`src/rtl/pwm_pkg.sv`:
```
// rtl/pwm_pkg.sv - register map, bit indices and mode encodings for pwm_multi_ip
package pwm_pkg;

  localparam logic [7:0] ADDR_CTRL   = 8'h00;
  localparam logic [7:0] ADDR_PERIOD = 8'h04;
  localparam logic [7:0] ADDR_STATUS = 8'h08;
  localparam logic [7:0] ADDR_CHCFG  = 8'h0C;
  localparam logic [7:0] ADDR_DUTY0  = 8'h10;

  localparam int CTRL_EN_BIT    = 0;
  localparam int CTRL_MODE_BIT  = 1;
  localparam int CTRL_IRQEN_BIT = 2;

  localparam int STAT_RUN_BIT  = 0;
  localparam int STAT_PEF_BIT  = 1;
  localparam int STAT_CNT_LSB  = 16;
  localparam int CHCFG_POL_LSB = 16;

  typedef enum logic {
    MODE_EDGE   = 1'b0,
    MODE_CENTER = 1'b1
  } pwm_mode_e;

  typedef enum logic {
    DIR_UP   = 1'b0,
    DIR_DOWN = 1'b1
  } pwm_dir_e;

  // Byte offset of the duty register of channel n
  function automatic logic [7:0] duty_addr(input int n);
    return ADDR_DUTY0 + 8'(4 * n);
  endfunction

endpackage

```
`src/rtl/pwm_multi_ip_if.sv`:
```
// rtl/pwm_multi_ip_if.sv - register bus bundle for pwm_multi_ip
interface pwm_multi_ip_if;
  logic        i_sel;
  logic        i_we;
  logic [7:0]  i_addr;
  logic [31:0] i_wdata;
  logic [31:0] o_rdata;

  modport master (output i_sel, output i_we, output i_addr, output i_wdata, input o_rdata);
  modport slave  (input i_sel, input i_we, input i_addr, input i_wdata, output o_rdata);
endinterface

```
`src/rtl/pwm_chan.sv`:
```
// rtl/pwm_chan.sv - one PWM channel: duty shadow/active, compare, polarity, output flop
module pwm_chan #(
  parameter int CNT_W = 16
) (
  input  logic             clk,
  input  logic             reset,
  input  logic             duty_we_i,
  input  logic [CNT_W-1:0] wdata_i,
  input  logic             load_i,
  input  logic [CNT_W-1:0] cnt_i,
  input  logic [CNT_W-1:0] period_i,
  input  logic             run_i,
  input  logic             pol_i,
  output logic [CNT_W-1:0] duty_sh_o,
  output logic             pwm_o
);

  logic [CNT_W-1:0] duty_sh_q, duty_sh_d;
  logic [CNT_W-1:0] duty_act_q, duty_act_d;
  logic [CNT_W-1:0] limit;
  logic             active;
  logic             pwm_q, pwm_d;

  // Compare against min(duty, period) so an oversized duty means always active
  always_comb begin
    duty_sh_d  = duty_we_i ? wdata_i : duty_sh_q;
    duty_act_d = load_i ? duty_sh_q : duty_act_q;
    limit      = (duty_act_q < period_i) ? duty_act_q : period_i;
    active     = (cnt_i < limit);
    pwm_d      = (run_i & active) ^ pol_i;
  end

  // Duty registers and the registered output
  always_ff @(posedge clk or posedge reset) begin
    if (reset) begin
      duty_sh_q  <= '0;
      duty_act_q <= '0;
      pwm_q      <= 1'b0;
    end else begin
      duty_sh_q  <= duty_sh_d;
      duty_act_q <= duty_act_d;
      pwm_q      <= pwm_d;
    end
  end

  assign duty_sh_o = duty_sh_q;
  assign pwm_o     = pwm_q;

endmodule

```
`src/rtl/pwm_multi_ip.sv`:
```
// rtl/pwm_multi_ip.sv - multi-channel PWM: bus decode, shared counter, boundary and PEF
module pwm_multi_ip #(
  parameter int NUM_CH = 4,
  parameter int CNT_W  = 16
) (
  input  logic              clk,
  input  logic              reset,
  pwm_multi_ip_if.slave     bus,
  output logic [NUM_CH-1:0] pwm_out,
  output logic              o_irq
);
  import pwm_pkg::*;

  logic wr, rd;
  logic wr_ctrl, wr_period, w1c_pef;
  logic [NUM_CH-1:0] wr_duty;

  logic en_q, en_d, irq_en_q, irq_en_d;
  pwm_mode_e mode_q, mode_d;
  logic [NUM_CH-1:0] ch_en_q, ch_en_d, ch_pol_q, ch_pol_d;
  logic [CNT_W-1:0] period_sh_q, period_sh_d, period_act_q, period_act_d;
  logic [CNT_W-1:0] cnt_q, cnt_d, p_last;
  pwm_dir_e dir_q, dir_d;
  logic pef_q, pef_d;
  logic bnd, restart, load;
  logic [CNT_W-1:0] duty_sh [NUM_CH];
  logic [31:0] rdata, cnt_ext;
  logic unused_bits;

  assign wr        = bus.i_sel & bus.i_we;
  assign rd        = bus.i_sel & ~bus.i_we;
  assign wr_ctrl   = wr && (bus.i_addr == ADDR_CTRL);
  assign wr_period = wr && (bus.i_addr == ADDR_PERIOD);
  assign w1c_pef   = wr && (bus.i_addr == ADDR_STATUS) && bus.i_wdata[STAT_PEF_BIT];
  assign p_last    = period_act_q - CNT_W'(1);
  assign cnt_ext   = 32'(cnt_q);
  assign unused_bits = ^{bus.i_wdata, cnt_ext};

  // Register writes; PERIOD of zero is stored as one
  always_comb begin
    en_d        = en_q;
    mode_d      = mode_q;
    irq_en_d    = irq_en_q;
    ch_en_d     = ch_en_q;
    ch_pol_d    = ch_pol_q;
    period_sh_d = period_sh_q;
    if (wr_ctrl) begin
      en_d     = bus.i_wdata[CTRL_EN_BIT];
      mode_d   = pwm_mode_e'(bus.i_wdata[CTRL_MODE_BIT]);
      irq_en_d = bus.i_wdata[CTRL_IRQEN_BIT];
    end
    if (wr && (bus.i_addr == ADDR_CHCFG)) begin
      ch_en_d  = bus.i_wdata[NUM_CH-1:0];
      ch_pol_d = bus.i_wdata[CHCFG_POL_LSB +: NUM_CH];
    end
    if (wr_period) begin
      if (bus.i_wdata[CNT_W-1:0] == '0) period_sh_d = CNT_W'(1);
      else                              period_sh_d = bus.i_wdata[CNT_W-1:0];
    end
  end

  // Boundary: edge wrap cycle, or the down-to-up flip at zero in center mode
  always_comb begin
    bnd = 1'b0;
    if (en_q) begin
      if (mode_q == MODE_EDGE) bnd = (cnt_q >= p_last);
      else                     bnd = (dir_q == DIR_DOWN) && (cnt_q == '0);
    end
  end

  assign restart = wr_ctrl && en_d && (!en_q || (mode_d != mode_q));
  assign load    = bnd || restart;

  // Counter and direction stepping; idle or restart parks at zero counting up
  always_comb begin
    cnt_d = cnt_q;
    dir_d = dir_q;
    if (!en_d || restart) begin
      cnt_d = '0;
      dir_d = DIR_UP;
    end else if (mode_q == MODE_EDGE) begin
      dir_d = DIR_UP;
      cnt_d = bnd ? '0 : cnt_q + CNT_W'(1);
    end else if (dir_q == DIR_UP) begin
      if (cnt_q >= p_last) dir_d = DIR_DOWN;
      else                 cnt_d = cnt_q + CNT_W'(1);
    end else begin
      if (cnt_q == '0) dir_d = DIR_UP;
      else             cnt_d = cnt_q - CNT_W'(1);
    end
    period_act_d = load ? period_sh_q : period_act_q;
    pef_d = bnd ? 1'b1 : (w1c_pef ? 1'b0 : pef_q);
  end

  // Control and counter state
  always_ff @(posedge clk or posedge reset) begin
    if (reset) begin
      en_q         <= 1'b0;
      mode_q       <= MODE_EDGE;
      irq_en_q     <= 1'b0;
      ch_en_q      <= '0;
      ch_pol_q     <= '0;
      period_sh_q  <= CNT_W'(1);
      period_act_q <= CNT_W'(1);
      cnt_q        <= '0;
      dir_q        <= DIR_UP;
      pef_q        <= 1'b0;
    end else begin
      en_q         <= en_d;
      mode_q       <= mode_d;
      irq_en_q     <= irq_en_d;
      ch_en_q      <= ch_en_d;
      ch_pol_q     <= ch_pol_d;
      period_sh_q  <= period_sh_d;
      period_act_q <= period_act_d;
      cnt_q        <= cnt_d;
      dir_q        <= dir_d;
      pef_q        <= pef_d;
    end
  end

  for (genvar n = 0; n < NUM_CH; n++) begin : g_ch
    assign wr_duty[n] = wr && (bus.i_addr == duty_addr(n));
    pwm_chan #(.CNT_W(CNT_W)) u_chan (
      .clk       (clk),
      .reset     (reset),
      .duty_we_i (wr_duty[n]),
      .wdata_i   (bus.i_wdata[CNT_W-1:0]),
      .load_i    (load),
      .cnt_i     (cnt_q),
      .period_i  (period_act_q),
      .run_i     (en_q & ch_en_q[n]),
      .pol_i     (ch_pol_q[n]),
      .duty_sh_o (duty_sh[n]),
      .pwm_o     (pwm_out[n])
    );
  end

  // Read mux; zero when idle, writing or unmapped
  always_comb begin
    rdata = '0;
    if (rd) begin
      case (bus.i_addr)
        ADDR_CTRL: begin
          rdata[CTRL_EN_BIT]    = en_q;
          rdata[CTRL_MODE_BIT]  = (mode_q == MODE_CENTER);
          rdata[CTRL_IRQEN_BIT] = irq_en_q;
        end
        ADDR_PERIOD: rdata = 32'(period_sh_q);
        ADDR_STATUS: begin
          rdata[STAT_RUN_BIT]        = en_q;
          rdata[STAT_PEF_BIT]        = pef_q;
          rdata[STAT_CNT_LSB +: 16]  = cnt_ext[15:0];
        end
        ADDR_CHCFG: begin
          rdata[NUM_CH-1:0]               = ch_en_q;
          rdata[CHCFG_POL_LSB +: NUM_CH]  = ch_pol_q;
        end
        default: begin
          for (int n = 0; n < NUM_CH; n++) begin
            if (bus.i_addr == duty_addr(n)) rdata = 32'(duty_sh[n]);
          end
        end
      endcase
    end
  end

  assign bus.o_rdata = rdata;
  assign o_irq       = pef_q & irq_en_q;

endmodule

```
`src/flat_wrapper.sv`:
```
// flat-port wrapper written by rule: the top's interface ports become plain ports
module pwm_multi_ip_flat import pwm_pkg::*;
#(
  parameter int NUM_CH = 4,
  parameter int CNT_W  = 16
)
  (clk, reset, pwm_out, o_irq, bus_i_sel, bus_i_we, bus_i_addr, bus_i_wdata, bus_o_rdata);
  pwm_multi_ip_if bus_i ();
  input  logic clk;
  input  logic reset;
  output logic [NUM_CH-1:0] pwm_out;
  output logic o_irq;
  input wire logic [$bits(bus_i.i_sel)-1:0] bus_i_sel;
  input wire logic [$bits(bus_i.i_we)-1:0] bus_i_we;
  input wire logic [$bits(bus_i.i_addr)-1:0] bus_i_addr;
  input wire logic [$bits(bus_i.i_wdata)-1:0] bus_i_wdata;
  output wire logic [$bits(bus_i.o_rdata)-1:0] bus_o_rdata;
  assign bus_i.i_sel = bus_i_sel;
  assign bus_i.i_we = bus_i_we;
  assign bus_i.i_addr = bus_i_addr;
  assign bus_i.i_wdata = bus_i_wdata;
  assign bus_o_rdata = bus_i.o_rdata;
  pwm_multi_ip #(.NUM_CH(NUM_CH), .CNT_W(CNT_W)) u_core (.clk(clk), .reset(reset), .bus(bus_i), .pwm_out(pwm_out), .o_irq(o_irq));
endmodule
```
`config.mk`:
```
export PLATFORM = sky130hd
export DESIGN_NAME = pwm_multi_ip_flat
export DESIGN_NICKNAME = d
export VERILOG_FILES = /design/src/rtl/pwm_pkg.sv /design/src/rtl/pwm_multi_ip_if.sv /design/src/rtl/pwm_chan.sv /design/src/rtl/pwm_multi_ip.sv /design/src/flat_wrapper.sv
export SDC_FILE = /design/constraint.sdc
export NUM_CORES = 1
export LEC_CHECK = 0
export ABC_AREA = 1
export BUFFER_PORTS_ARGS = -buffer_cell sky130_fd_sc_hd__buf_2
export CORE_UTILIZATION = 45
export CTS_BUF_LIST = sky130_fd_sc_hd__clkbuf_4
export DETAILED_ROUTE_END_ITERATION = 8
export HOLD_SLACK_MARGIN = 0.05
export SLEW_MARGIN = 20
export SYNTH_ARGS = -nofsm -noshare
export SYNTH_HDL_FRONTEND = slang
export SYNTH_HIERARCHICAL = 1
export SYNTH_SLANG_ARGS = --single-unit
export TNS_END_PERCENT = 5
```
`constraint.sdc`:
```
create_clock -name clk -period 5.45 [get_ports clk]
set_input_delay 0 -clock clk [delete_from_list [all_inputs] [get_ports clk]]
set_output_delay 0 -clock clk [all_outputs]
set_load 0.01 [all_outputs]
```
**Yosys cells after proc, flatten, opt, wreduce, memory -nomap -nowiden**

Index checks and enable logic that the tools add are counted.

- Register bits after elaboration: 193
- Latch bits: 0
- Memory bits (writable): 0
- Bits in read-only memories: 0
- Input bits: 44
- Output and inout bits: 37
- Word-level logic and storage cells: 119
- Memories kept: 0

- Add/subtract/negate cells: 3
- Multiply operators: 0
- Div/mod/pow operators: 0
- $lt $le $gt $ge: 9
- Equal/unequal tests: 10
- Shift operators: 0
- Mux-type cells: 33
- Bitwise logic cells: 16
- Reductions and logical operators: 26

Operators with widths:

| operator | count |
|---|---|
| 2-to-1 mux 16 bit | 14 |
| less-than comparator 16 bit | 8 |
| 2-to-1 mux 32 bit | 2 |
| one-hot mux 12 bit (2 select lines) | 2 |
| equality test 8 x 5 -> 1 bit (second input constant) | 4 |
| logical NOT 16 bit | 2 |
| subtractor 16 x 1 -> 16 bit (second input constant) | 2 |
| adder 16 x 1 -> 16 bit (second input constant) | 1 |
| equality test 8 x 4 -> 1 bit (second input constant) | 2 |
| >= comparator 16 bit | 1 |
| logical AND 1 bit | 12 |
| one-hot mux 4 bit (3 select lines) | 1 |
| bitwise AND 1 bit | 11 |
| 2-to-1 mux 1 bit | 11 |
| equality test 8 x 3 -> 1 bit (second input constant) | 1 |
| logical NOT 8 bit | 1 |
| inequality test 4 bit (second input constant) | 2 |
| one-hot mux 2 bit (4 select lines) | 1 |
| OR reduction 3 bit | 2 |
| one-hot mux 1 bit (4 select lines) | 1 |
| OR reduction 2 bit | 2 |
| bitwise XOR 1 bit | 4 |
| logical OR 1 bit | 3 |
| one-hot mux 1 bit (3 select lines) | 1 |
| other kinds (5) | 6 |

**Logic depth before layout (Yosys ltp)**

Gate-level depths: netlist of the first run.

- Depth after elaboration: 9
- Mapped depth: 24

**Cells and area by module**

Netlist of the first run, hierarchy kept.

Modules (own cells, without submodules):

| module | instances | cells each | area an instance (µm²) | sequential area each (µm²) |
|---|---|---|---|---|
| pwm_multi_ip | 1 | 762 | 5014.8 | 1529.0 |
| pwm_chan at u_core.g_ch[1].u_chan ... | 2 | 274 | 2134.5 | 825.8 |
| pwm_chan at u_core.g_ch[0].u_chan ... | 2 | 275 | 2115.8 | 825.8 |

**Worst setup path after synthesis of the first run**

OpenSTA, ideal clock, no wires.

- Path kind: register -> register
- From: register u_core.period_act_q[0]
- To: register u_core.g_ch[0].u_chan.duty_act_q[10]
- Arrival: 3.163 ns
- Data required time: 5.372 ns
- Setup slack: 2.209 ns
- Stages on the path, launching flop included: 21
- Path buffers: 2
- Clock period less this slack: 3.241 ns
- Path through: dfstp_2 -> inv_1 -> ha_1 -> nand2_1 -> nor2_1 -> nand3_1 -> nor3_1 -> nand3b_1 -> xor2_1 -> inv_1 -> ha_1 -> nand2_1 -> nor3_1 -> nand2_1 -> nand3_1 -> nand3_2 -> nand2_2 -> buf_6 -> clkbuf_1 -> nor2_1 -> a21oi_1

- Word-level cells in the longest chain between the ends: 5

RTL lines:

| element | RTL line | RTL |
|---|---|---|
| start: declaration | pwm_multi_ip.sv:21 | `logic [CNT_W-1:0] period_sh_q, period_sh_d, period_act_q, period_act_d;` |
| start signal: assignment | pwm_multi_ip.sv:115 | `period_act_q <= period_act_d;` |
| subtractor 16 x 1 -> 16 bit | pwm_multi_ip.sv:35 | `assign p_last = period_act_q - CNT_W'(1);` |
| >= comparator 16 bit | pwm_multi_ip.sv:66 | `if (mode_q == MODE_EDGE) bnd = (cnt_q >= p_last);` |
| 2-to-1 mux 1 bit | pwm_multi_ip.sv:66 |  |
| 2-to-1 mux 1 bit | pwm_multi_ip.sv:65 | `if (en_q) begin` |
| logical OR 1 bit | pwm_multi_ip.sv:72 | `assign load = bnd \|\| restart;` |
| named net u_core.load | pwm_multi_ip.sv:25 | `logic bnd, restart, load;` |
| end signal: assignment | pwm_chan.sv:41 | `duty_act_q <= duty_act_d;` |
| end: declaration | pwm_chan.sv:19 | `logic [CNT_W-1:0] duty_act_q, duty_act_d;` |

The timed path passes the listed nets, and every way through them passes these cells.
A chain may end at the register's enable or synchronous reset.

**Final worst setup path of the first run**

- From: register u_core.period_act_q[0]
- To: register u_core.g_ch[0].u_chan.duty_act_q[9]

- Word-level cells in the longest chain between the ends: 5

RTL lines:

| element | RTL line |
|---|---|
| subtractor 16 x 1 -> 16 bit | pwm_multi_ip.sv:35 |
| >= comparator 16 bit | pwm_multi_ip.sv:66 |
| 2-to-1 mux 1 bit | pwm_multi_ip.sv:66 |
| 2-to-1 mux 1 bit | pwm_multi_ip.sv:65 |
| logical OR 1 bit | pwm_multi_ip.sv:72 |

No other way between the ends.

==> results of run 1 <==
[per-stage QoR]
| step | power [mW] | hold slack [ns] |
|---|---|---|
| 2_1_floorplan | 1.677 | 0.1166 |
| 3_3_place_gp | 1.774 | 0.1834 |
| 3_5_place_dp | 1.780 | 0.1912 |
| 4_1_cts | 2.684 | 0.07226 |
| 5_1_grt | 2.774 | 0.1015 |
| 6_report | 2.667 | 0.1038 |
[cell families after synthesis]
group / share of synthesized area [%]
buffers and inverters: 9.396
AND/OR/NAND/NOR: 26.38
AO/OA/AOI/OAI: 13.30
XOR/XNOR: 1.555
flip-flops: 35.75
multiplexers: 0.7406
adder cells (fa/ha/maj): 12.87
[area by class of cell]
type | instances | area, um^2 | area share [%]
Clock buffer | 17 | 127.6 | 0.8548
Sequential cell | 193 | 4832 | 32.36
Multi-Input combinational cell | 1336 | 7438 | 49.82
Antenna cell | 1 | 2.502 | 0.01676
Clock inverter | 15 | 185.2 | 1.240
Inverter | 266 | 998.5 | 6.687
Tap cell | 390 | 488.0 | 3.268
Timing Repair Buffer | 123 | 858.3 | 5.749
[worst max path at each step]
| stage | start | to | slack [ns] |
|---|---|---|---|
| 3_3_place_gp | u_core/period_act_q[1]$_DFFE_PP0P_ | u_core/g_ch[1].u_chan/duty_act_q[0]$_DFFE_PP0P_ | 1.30 |
| 6_report | u_core/period_act_q[0]$_DFFE_PP1P_ | u_core/g_ch[0].u_chan/duty_act_q[9]$_DFFE_PP0P_ | 1.09 |
| 4_1_cts | u_core/period_act_q[0]$_DFFE_PP1P_ | u_core/g_ch[1].u_chan/duty_act_q[6]$_DFFE_PP0P_ | 1.15 |
| 3_5_place_dp | u_core/period_act_q[1]$_DFFE_PP0P_ | u_core/g_ch[0].u_chan/duty_act_q[14]$_DFFE_PP0P_ | 1.22 |
| 2_1_floorplan | u_core/period_act_q[0]$_DFFE_PP1P_ | u_core/g_ch[0].u_chan/duty_act_q[10]$_DFFE_PP0P_ | 2.21 |
| 5_1_grt | u_core/period_act_q[0]$_DFFE_PP1P_ | u_core/g_ch[0].u_chan/duty_act_q[15]$_DFFE_PP0P_ | 0.67 |
[tightest hold or removal path, stage by stage]
cell	delay, ns
dlygate4sd3_1	0.51
buf_2	0.09
mux2_2	0.13
[registers in the layout, summed over array words and instances, names as in the netlist, 4 cells and up]
register                       flops
u_core/g_ch.u_chan/duty_act_q     64
u_core/g_ch.u_chan/duty_sh_o      64
u_core/cnt_q                      16
u_core/period_act_q               16
u_core/period_sh_q                16
u_core/ch_en_q                     4
u_core/ch_pol_q                    4
u_core/g_ch.u_chan/pwm_o           4
[synthesized netlist by cell type]
library cell  count  area, um^2
mux2_2            8       90.09
inv_1           242       908.4
o21ai_0         154       770.7
a211oi_1         16       120.1
nand2_2          14       87.58
dfrtp_1         191        4780
nor3_1           24       120.1
o221a_2           4       45.04
nand2_1         461        1730
nand2_4           2       22.52
nand3_1         138       690.7
o21ai_1          34       170.2
nand3b_1          2       15.01
buf_4             3       22.52
clkbuf_1         54       202.7
buf_6             1       11.26
mux2i_1           1       10.01
xnor2_1           5       43.79
nor3_2            6       60.06
xor2_1           19       166.4
nor2_8            1       20.02
ha_1            139        1739
nand3_2           2       20.02
a21oi_2           2       17.52
or2_1             1       6.260
buf_2             7       35.03
nand4_2           1       12.51
inv_2            23       86.33
a21boi_4          1       18.77
o21ai_2           2       17.52
a21oi_1         117       585.6
o21bai_4          2       37.54
nand4_1          23       143.9
nor2_1          143       536.8
nor2_2            6       37.54
o31ai_1           2       15.01
nor2_4            5       56.30
dfstp_2           2       52.55
nor4_1            1       6.260
clkinv_1          1       3.750
[routing by layer]
metal	global-route usage, %	wire length (um)	vias up
met3	4.351	2977	68
met5	0	0	-
met1	42.45	20450	6105
met2	47.29	20370	462
li1	-	-	6222
met4	9.783	1248	0
[repair_timing]
action,in CTS,in global routing
hold buffers,37,0
buffers inserted,0,0
setup endpoints to repair,0,0
endpoints found under the hold margin,267,0
[report_power, final]
group          switching (mW)  total (mW)  internal [mW]  leakage, nW
combinational           0.195       0.287         0.0922         5.55
clock                   0.633       0.892          0.259        0.165
sequential             0.0245        1.49           1.46         2.07
==> results.cfg, run 1 <==
[sta]
fmax_mhz = 229.4
drv_slew = 0
tns_ns = 0
post-route-period-util_pct = 79.98
fin_crit_ns = 4.359
setup_slack_ns = 1.091
slew-limit-headroom_pct = 23.66
finalHoldViolCount = 0
setup_viol = 0
max_slew.worst_pin.slew_ns = 1.139
fin_skew_ns = 0.05407
grt_setup_unrepaired = false

[placed_design]
dpl.cell_count = 2271
port-buffer-count = 68
pre_cts_ws_ns = 1.224
dp_hpwl_um = 33410
finalWeightedCongestion = 0.9671
place_area_um2 = 14240

[yosys]
syn_area_um2 = 13520
syn_area_per_cell_um2 = 7.266
synth_warnings = 6
synth.net_count = 2043
synth_cells = 1860
ys_ff_latch = 193
ys_seq_area_share_pct = 35.75
netlist-cell-type-count = 40

[cts]
clock-sinks = 193
cts-buffers-inserted = 17
htreeDepth = 4
clk_latency_ns = 0.65
cts_resized = 0
cts_tree = built
clk_pin_slew_ns = 0.21
cts_max_path_buffers = 2
cts-root-buf = clkbuf_4

[critical_path]
path_class = reg -> reg
r2r-start = u_core/period_act_q[0]$_DFFE_PP1P_
r2r-end = u_core/g_ch[0].u_chan/duty_act_q[9]$_DFFE_PP0P_
crit_family = simple AND/OR/NAND/NOR gates
critPathMaxFanout = 97
crit_path_max_incr_delay_ns = 0.50
cpMostUsedCell = nand2_1
cp.required_ns = 6.00
cp_cell_sequence = inv_1, ha_1, nand2_1, nor2_1, nand3_1, nor3_1, nand3b_1, xor2_1, inv_1, ha_1, nand2_1, nor3_1, nand2_1, nand3_1, nand3_2, nand2_4, buf_12, nor2_1, a21oi_1
rr_worst_depth = 19
cp_slowest_cell = dfstp_2
crit_path_end_kind = flop
crit_cells = 19
cp_data_arrival_time_ns = 4.91
crit_path_start_kind = flop
rrSetupSlack_ns = 1.09
path_buf_inv = 3

[global_route]
grt_overflow = 0
first_global_vias = 11966
track_usage_pct = 30.06
grt_max_degree = 98
antenna_found_initial = 1
grt_pass1_wl_um = 69170

[routing]
post_drt_wl_per_cell_um = 19.24
vias = 12857
via_per_inst = 5.492
dr.pass1.iters = 9
final_antenna_net_count = 0
initialDrtViolationCount = 1338
wirelength_um = 45050
drcViolationCount = 0

[job]
cap_violations = 0

[layout]
utilization_pct = 50.51
fin_cells = 2341
finalInstanceArea_um2 = 14930
drive_above_1_share_pct = 10.51
final_cell_mix = nand2_1 (461), inv_1 (241), dfrtp_1 (191), o21ai_0 (154), nor2_1 (141)
flow.area_growth_from_synthesis_pct = 10.47
final_common_cell = nand2_1
layout.nets = 2120
fillers = 3022

[power]
leakage_nw = 7.779
ir_worst_vdd_mv = 0.1412
power_density_nw_per_um2 = 178.6

[floorplanning]
fp.dieH_um = 175.3
pin_count = 81
start_util_pct = 45.72
die_w_um = 175.3
dieArea_um2 = 30730
rows = 63
coreArea_um2 = 29560

[hold_path]
hp-start = bus_i_wdata[17]
worstHoldPathCells = 3
min_to = u_core/ch_pol_q[1]$_DFFE_PP0P_
hold_class = in -> reg

[outcome]
status = completed
No activity file was read; power rests on OpenSTA's default activity.
==> run 2, diff against run 1 <==
--- a/config.mk
+++ b/config.mk
@@ -5,7 +5,7 @@
 export SDC_FILE = /design/constraint.sdc
 export NUM_CORES = 1
 export LEC_CHECK = 0
-export ABC_AREA = 1
+export ABC_AREA = 0
 export BUFFER_PORTS_ARGS = -buffer_cell sky130_fd_sc_hd__buf_2
 export CORE_UTILIZATION = 45
 export CTS_BUF_LIST = sky130_fd_sc_hd__clkbuf_4
==> constraint.sdc (replaced) <==
create_clock -name clk -period 3.95 [get_ports clk]
set_input_delay 0 -clock clk [delete_from_list [all_inputs] [get_ports clk]]
set_output_delay 0 -clock clk [all_outputs]
set_load 0.01 [all_outputs]
==> results.cfg, run 2 <==
[outcome]
status = completed

[routing]
final_antenna_net_count = 0
via_per_inst = 5.841
drcViolationCount = 0
vias = 10654
dr.pass1.iters = 5
initialDrtViolationCount = 650
wirelength_um = 39890
post_drt_wl_per_cell_um = 21.87

[global_route]
grt_pass1_wl_um = 61720
grt_max_degree = 43
track_usage_pct = 27.13
grt_overflow = 0
antenna_found_initial = 2
first_global_vias = 10651

[placed_design]
port-buffer-count = 68
dp_hpwl_um = 30530
dpl.cell_count = 1749
finalWeightedCongestion = 0.9305
pre_cts_ws_ns = -0.2088
place_area_um2 = 14620

[sta]
fmax_mhz = 259.5
setup_viol = 0
fin_skew_ns = 0.03387
fin_crit_ns = 3.853
setup_slack_ns = 0.09670
tns_ns = 0
post-route-period-util_pct = 97.55
finalHoldViolCount = 0
grt_setup_unrepaired = true
slew-limit-headroom_pct = 29.07
worst_hold_slack_ns = 0.1063
drv_slew = 0
max_slew.worst_pin.slew_ns = 1.062

[critical_path]
rr_worst_depth = 14
cp_cell_sequence = inv_1, ha_1, and3_4, a221o_1, a31oi_2, nand3_4, mux2i_1, ha_1, and3_1, a221oi_2, o221ai_2, a2111oi_1, o31a_1, a211oi_2
crit_path_max_incr_delay_ns = 0.46
r2r-start = u_core/period_act_q[15]$_DFFE_PP0P_
cp_slowest_cell = dfrtp_2
cp.required_ns = 4.50
crit_path_start_kind = flop
rrSetupSlack_ns = 0.1
cpMostUsedCell = ha_1
path_class = reg -> reg
cp_data_arrival_time_ns = 4.41
crit_path_end = u_core/g_ch[2].u_chan/pwm_o$_DFF_PP0_
r2r-end = u_core/g_ch[2].u_chan/pwm_o$_DFF_PP0_
crit_path_end_kind = flop
critPathMaxFanout = 7
startpoint = u_core/period_act_q[15]$_DFFE_PP0P_

[yosys]
syn_area_per_cell_um2 = 10.64
synth-simple-area-share_pct = 11.05
ys_top_cells_by_count = dfrtp_1 (191), mux2_2 (166), ha_1 (139), mux2i_1 (84), inv_1 (83)
ys_ff_latch = 193
synth_xor_area_share_pct = 1.065
netlist-cell-type-count = 73
synth.area.mux_share_pct = 21.96
synth.top_cell.area_share_pct = 36.32
post-synth-top-count-cell = dfrtp_1
synthFlopType = dfrtp_1
yosys.area_share.adder_pct = 13.21
syn_area_um2 = 13160
ys_seq_area_share_pct = 36.71
synth_warnings = 6
synth.net_count = 1420
async_flop_share_pct = 100.0
synth_enable_flop_cells = 0
synth.area.top_cells = dfrtp_1 (36%), mux2_2 (14%), ha_1 (13%), mux2i_1 (6.4%), inv_1 (2.4%)
synth_top_family_by_area = multiplexers
synth_cells = 1237
synth_top_cell_by_area = dfrtp_1
synth-compound-area-share_pct = 11.86

[floorplanning]
coreArea_um2 = 28700
start_util_pct = 45.85
rows = 62
die_w_um = 173.0
pin_count = 81
fp.dieH_um = 173.0
dieArea_um2 = 29940

[layout]
drive_above_1_share_pct = 32.06
utilization_pct = 54.43
fin_cells = 1824
finalInstanceArea_um2 = 15620
final_common_cell = dfrtp_1
layout.nets = 1608
final_cell_mix = dfrtp_1 (188), mux2_2 (165), ha_1 (139), buf_4 (103), mux2i_1 (84)
flow.area_growth_from_synthesis_pct = 18.70

[power]
leakage_nw = 8.131
p_total_mw = 3.374
ir_worst_vdd_mv = 0.2251
power_density_nw_per_um2 = 215.9

[cts]
clk_latency_ns = 0.66
clk_pin_slew_ns = 0.18
clock-sinks = 193
cts_max_path_buffers = 2
cts-root-buf = clkbuf_4
htreeDepth = 4
cts-buffers-inserted = 17
cts_tree = built

[job]
cap_violations = 0

[hold_path]
hold_class = in -> reg
-- run 2: cells by family after synthesis --
| kind of cell | count (synthesis) |
|---|---|
| xor gates and xnor gates | 16 |
| muxes | 261 |
| adders and majority gates | 139 |
| buffers and inverters | 131 |
| and+or+nand+nor | 279 |
| AOI/OAI and AO/OA | 218 |
| DFF | 193 |
-- run 2: how the worst min path moves through the flow --
| stage | start | to | slack [ns] | cells after the start |
|---|---|---|---|---|
| after floorplan | reset | u_core/g_ch[0].u_chan/duty_act_q[0]$_DFFE_PP0P_ | 0.13 | 1 |
| after global placement | reset | u_core/period_sh_q[9]$_DFFE_PP0P_ | 0.11 | 2 |
| after detailed placement | reset | u_core/period_sh_q[9]$_DFFE_PP0P_ | 0.12 | 2 |
| after CTS | bus_i_wdata[16] | u_core/ch_pol_q[0]$_DFFE_PP0P_ | 0.06 | 3 |
| after global routing | bus_i_wdata[16] | u_core/ch_pol_q[0]$_DFFE_PP0P_ | 0.08 | 3 |
| final | bus_i_wdata[16] | u_core/ch_pol_q[0]$_DFFE_PP0P_ | 0.11 | 3 |
-- run 2: layout make-up --
class	instances	area, um^2
Multi-Input combinational cell	913	8038
Inverter	83	316.6
Clock buffer	19	142.6
Tap cell	384	480.5
Clock inverter	13	125.1
Timing Repair Buffer	217	1679
Antenna cell	2	5.005
Fill cell	2608	13080
Sequential cell	193	4836
-- run 2: power by group --
group          internal, mW  total, mW  switching, mW
Sequential             2.00       2.03         0.0293
Clock                 0.341       1.08          0.744
Combinational         0.107      0.255          0.148
-- run 2: what timing repair did --
item                       in CTS  in global routing
setup buffers                   1                  5
pin swaps                       2                 18
hold buffers                   32                  0
gates cloned                    1                  3
setup endpoints to repair      83                100
gates resized for setup        12                 54
hold endpoints to repair      283                  0
-- run 2: critical path, delay by kind of cell (launching register included) --
| kind | cells | cell delay, ns |
|---|---|---|
| buf+inv | 1 | 0.06 |
| mux | 1 | 0.15 |
| flops | 1 | 0.46 |
| fa+ha+maj | 2 | 0.63 |
| simple gates | 3 | 0.61 |
| compound gates | 7 | 1.84 |
-- run 2: routing by layer --
metal	track usage, %	up-vias	part of all wire [%]
li1	-	4937	-
met1	37.54	5390	47
met2	43.80	275	47
met3	4.354	52	4.6
met4	7.780	0	2.0
met5	0	-	0
